[src/rtl/mux8_rr_arbiter.sv]
// mux8_rr_arbiter: round-robin owner selection for a shared 8:1 mux with bounded grant tenure
module mux8_rr_arbiter #(
  parameter int MAX_HOLD = 4
) (
  input  logic       clk,
  input  logic       reset,
  input  logic [7:0] req,
  output logic [2:0] s,
  output logic [7:0] gnt,
  output logic       busy
);
  localparam logic [0:0] IDLE = 1'b0;
  localparam logic [0:0] OWN  = 1'b1;
  logic [0:0] state_q, state_d;
  logic [2:0] ptr_q, ptr_d, s_q, s_d, win;
  logic [3:0] cnt_q, cnt_d;
  logic [7:0] gnt_q, gnt_d;
  logic       busy_q, busy_d, found, rel, load, keep;
  // k = 8 wraps to ptr itself, so the previous owner is examined last
  always_comb begin
    found = 1'b0;
    win = ptr_q;
    for (int k = 1; k <= 8; k++)
      if (!found && req[3'(ptr_q + 3'(k))]) begin
        found = 1'b1;
        win = 3'(ptr_q + 3'(k));
      end
    rel = !req[s_q] || cnt_q == 4'(MAX_HOLD - 1);
    load = found && (state_q == IDLE || rel);
    keep = state_q == OWN && !rel;
    state_d = load || keep ? OWN : IDLE;
    cnt_d = load ? 4'd0 : keep ? cnt_q + 4'd1 : cnt_q;
    ptr_d = load ? win : ptr_q;
    s_d = load ? win : s_q;
    gnt_d = load ? 8'b1 << win : keep ? gnt_q : 8'h00;
    busy_d = load || keep;
  end
  always_ff @(posedge clk) begin
    if (reset) begin
      state_q <= IDLE;
      ptr_q <= 3'd7;
      cnt_q <= 4'd0;
      s_q <= 3'd0;
      gnt_q <= 8'h00;
      busy_q <= 1'b0;
    end else begin
      state_q <= state_d;
      ptr_q <= ptr_d;
      cnt_q <= cnt_d;
      s_q <= s_d;
      gnt_q <= gnt_d;
      busy_q <= busy_d;
    end
  end
  assign s = s_q;
  assign gnt = gnt_q;
  assign busy = busy_q;
endmodule

[config.mk]
export PLATFORM = sky130hd
export DESIGN_NAME = mux8_rr_arbiter
export DESIGN_NICKNAME = d
export VERILOG_FILES = /design/src/rtl/mux8_rr_arbiter.sv
export SDC_FILE = /design/constraint.sdc
export NUM_CORES = 1
export LEC_CHECK = 0
export CAP_MARGIN = 15
export CORE_MARGIN = 3
export CORE_UTILIZATION = 55
export CTS_BUF_LIST = sky130_fd_sc_hd__clkbuf_16
export DETAILED_ROUTE_END_ITERATION = 10
export GPL_ROUTABILITY_DRIVEN = 1
export GPL_TIMING_DRIVEN = 0
export PLACE_DENSITY = 0.82
export SLEW_MARGIN = 20
export SYNTH_ARGS = -nofsm -noshare
export SYNTH_HDL_FRONTEND = slang
export SYNTH_SLANG_ARGS = --single-unit
export TNS_END_PERCENT = 50
[constraint.sdc]
create_clock -name clk -period 4.1 [get_ports clk]
set_input_delay 0.615 -clock clk [delete_from_list [all_inputs] [get_ports clk]]
set_output_delay 0.615 -clock clk [all_outputs]
set_load 0.01 [all_outputs]
==> results of run 1 <==
==> path summary, 6_finish.rpt <==
kind                               start  slack (ns)        to  depth (start not counted)
worst max register to register  ptr_q[1]        0.46  ptr_q[1]                         13
worst min register to register    gnt[4]        0.46    gnt[4]                          2
worst max-delay path            ptr_q[1]        0.46  ptr_q[1]                         13
worst min-delay path              gnt[4]        0.46    gnt[4]                          2
==> layout make-up <==
class | count | area, µm²
multi-input cells | 152 | 1240
fillers | 208 | 806
flip-flops and latches | 19 | 380
repair buffers | 21 | 210
plain buffers | 10 | 88.8
clock buffers | 3 | 75.1
well taps | 42 | 52.6
inverters | 6 | 22.5
clock inverters | 1 | 3.75
==> stage by stage <==
stage	hold slack, ns	power (mW)	instances	cell area (µm²)	worst slack, ns
after floorplan	0.480	1.41	187	1730	0.983
after global placement	0.447	1.67	250	1990	0.609
after detailed placement	0.449	1.73	250	1990	0.523
after CTS	0.462	1.93	254	2070	0.502
after global routing	0.493	2.09	254	2070	0.277
final	0.461	1.95	254	2070	0.462
==> flip-flops by register name, summed over array words and instances, names as in the netlist <==
name	flops
gnt	8
ptr_q	3
cnt_q	4
s	3
state_q	1
==> layer usage <==
layer	global-route usage [%]	part of all wire, %
met5	0	0
met4	5.76	0.75
met3	5.79	6.6
met2	42.8	49
met1	32.8	43
==> worst register-to-register path: stages (launching register included) <==
cell      delay [ns]
dfxtp_1         0.44
buf_2           0.30
inv_1           0.14
ha_1            0.30
buf_4           0.15
buf_8           0.15
mux4_2          0.55
nand2_1         0.10
and2_1          0.22
nand4b_1        0.16
o221a_1         0.30
o21ai_2         0.32
nor2_1          0.12
a211o_1         0.28
==> kinds of logic (layout without fill, tap and decap cells) <==
kind of cell / after synthesis / count (layout) / share of synthesized area (%)
AND/OR/NAND/NOR: 70 / 70 / 20.8
AO/OA/AOI/OAI: 45 / 45 / 19.8
multiplexers: 25 / 25 / 23.3
flip-flops: 19 / 19 / 22.0
buffers and inverters: 16 / 41 / 6.44
XOR/XNOR: 9 / 9 / 5.43
adder cells (fa/ha/maj): 3 / 3 / 2.17
==> cells in the mapped netlist, drive strengths merged (3+ instances only) <==
library cell	count
nand2	22
dfxtp	19
nor2	16
a21oi	12
mux4	11
mux2i	8
buf	7
o21ai	7
inv	6
mux2	6
nor3	5
xnor2	5
a32o	4
nand4	4
xor2	4
a211oi	3
a31oi	3
and3	3
ha	3
nand4b	3
nor2b	3
or2b	3
==> cells in the final DEF, fill, tap and decap left out, types with 3 or more instances in the layout <==
cell type	n
a211oi_1	3
a21oi_1	12
a32o_1	4
and3_1	3
buf_6	3
clkbuf_16	3
clkdlybuf4s50_1	21
dfxtp_1	19
ha_1	3
inv_1	7
mux2_2	6
mux2i_1	6
mux4_2	11
nand2_1	21
nand4_1	4
nand4b_1	3
nor2_1	15
nor2b_1	3
nor3_1	5
o21ai_0	4
xnor2_1	4
xor2_1	3
==> power by group <==
group / internal (mW) / total, mW / switching [mW]
logic: 0.661 / 1.49 / 0.830
clock network: 0.130 / 0.195 / 0.0654
registers: 0.232 / 0.266 / 0.0345
==> impl.org, run 1 <==
** Global routing
- Global routing used 25.3% of the available tracks across all layers.
- Largest net degree at the start of global routing :: 11
- Summed over all layers, the global routing overflow is 0.
- Number of global-route vias before repair :: 1541
- Initial antenna violation count :: 0
- The first global-routing pass estimated 7260 µm of wire.

** Cells and area
- # diodes :: 0
- Layout Nets :: 226
- From synthesis to final layout, the design area changed by 19.8%.
- Of the cells placed in the final design, the portion with a size suffix greater than 1 is 20.3%.
- Utilization of the core after routing :: 72.0%

** Yosys
- Dividing the synthesized area by the synthesized cell count gives 9.25 µm².
- Main synth FF type :: dfxtp_1
- Area of the mapped netlist :: 0.00173 mm²
- Counting flops with an async set or reset pin after synthesis yields a share of 0%.
- The cell count after synthesis came out at 187.
- Main area contributors after synthesis :: dfxtp_1 22%, mux4_2 14%, nand2_1 4.6%, mux2_2 3.9%, a21oi_1 3.5%
- Of all cell types, the one taking the most synthesized area is dfxtp_1.
- Post-synthesis sequential element count :: 19
- Synthesis instantiated 57 different standard cells from the library.
- Warnings from Yosys :: 0
- In this run, synthesis inferred 0 flip-flops with an integrated enable.
- For this run, the register share of the synthesized area comes to 22.0%.
- The number of nets handed over by synthesis was 200.
- Area share of the largest cell type after synthesis :: 22.0%

** Die
- The die is 62.1 µm tall.
- For this configuration, the core starts out at a cell density of 60.1%.
- Number of rows created at floorplan :: 19
- Die W :: 62.1 µm
- The total area inside the core boundary comes to 0.00288 mm².
- Die area :: 0.00385 mm²
- For this design the top-level I/O count stands at 22.

** Clock network
- Buffers inserted to repair hold after CTS numbered 0.
- Buffers added to address setup during post-CTS repair amount to 0.
- Once the clock tree was built, the resizer swapped 0 gates to a different size.
- Clock Sinks :: 19
- After clock tree synthesis, the clock-pin slew on the worst setup and hold paths is 0.05 ns.
- The tree is rooted in a clkbuf_16.
- Number of CTS-inserted buffers :: 3
- Maximum buffer depth of the clock tree :: 2
- CTS built an H-tree with a depth of 1.
- Source-to-sink clock delay at the later pin of the worst-skew pair :: 0.25 ns
- CTS tree :: done

** Timing
- Static timing analysis puts the maximum clock frequency at 275 MHz.
- Setup repair after global routing left no endpoint under its margin.
- Summed over all failing endpoints, the final setup total negative slack is 0 ns.
- Clock period minus final worst setup slack :: 3.64 ns
- Fin crit share :: 88.7%
- Hold violation count in the final report :: 0
- Count of final max-slew check failures :: 0
- On the final layout, the worst clock skew is 0.00329 ns.
- Final Setup Violations :: 0
- Transition time at the pin with the least slew margin :: 0.682 ns
- Rel. slew slack :: 54.5%

** Worst setup path
- Category of the worst setup path capture point :: flop
- Crit-path slowest cell :: mux4_2
- Arrival time of data at the critical path endpoint :: 3.77 ns
- Traced cell by cell, the critical path runs through buf_2, inv_1, ha_1, buf_4, buf_8, mux4_2, nand2_1, and2_1, nand4b_1, o221a_1, o21ai_2, nor2_1, a211o_1.
- Of all nets on the critical path, the largest fanout is 10.
- Data on the critical path is required at its endpoint by 4.24 ns.
- Critical path's top delay family :: compound AO/OA/AOI/OAI gates
- The number of buffers and inverters on the critical path is 4.
- The setup path with the least slack is of type flop to flop.
- Worst setup SP type :: flop
- Biggest cell delay along the critical path :: 0.54 ns

** Run status
- The run finished with clean final reports.

** Place
- The HPWL after detailed placement is 3320 µm.
- At the end of routability-driven placement, the weighted congestion stood at 0.890.
- Count of input and output buffers :: 21

** Hold path
- In this run the worst hold path is classified as flop to flop.

** Route
- The detailed router finished its first iteration with 130 violations.
- Final WL :: 4250 µm
- In the final routed layout, each cell accounts on average for 16.7 µm.
- After detailed routing, the number of remaining DRC violations is 0.
- Number of nets with antenna violations after detailed routing :: 0
- In the routed layout, each cell is associated on average with a via count of 6.25.
- Summing over every cut layer, the via total after detailed routing is 1587.
- Iteration count of the initial detailed-routing pass :: 4

** Pwr
- Power spread over the standard cell area amounts to 943 mW/mm².
- VDD sags by at most 0.000500 V.
- Summed over all cells, the static leakage comes to 0.768 nW.

** Flow run
- Across the run, the number of max-cap violations was 0.
Power figures use the tool's default switching activity.
==> run 2: changes to the inputs <==
--- a/config.mk
+++ b/config.mk
@@ -5,6 +5,7 @@
 export SDC_FILE = /design/constraint.sdc
 export NUM_CORES = 1
 export LEC_CHECK = 0
+export ABC_AREA = 0
 export CAP_MARGIN = 15
 export CORE_MARGIN = 3
 export CORE_UTILIZATION = 55
==> results of run 2 <==
Same layout as run 1: the final DEF is identical, and so are final timing and power.
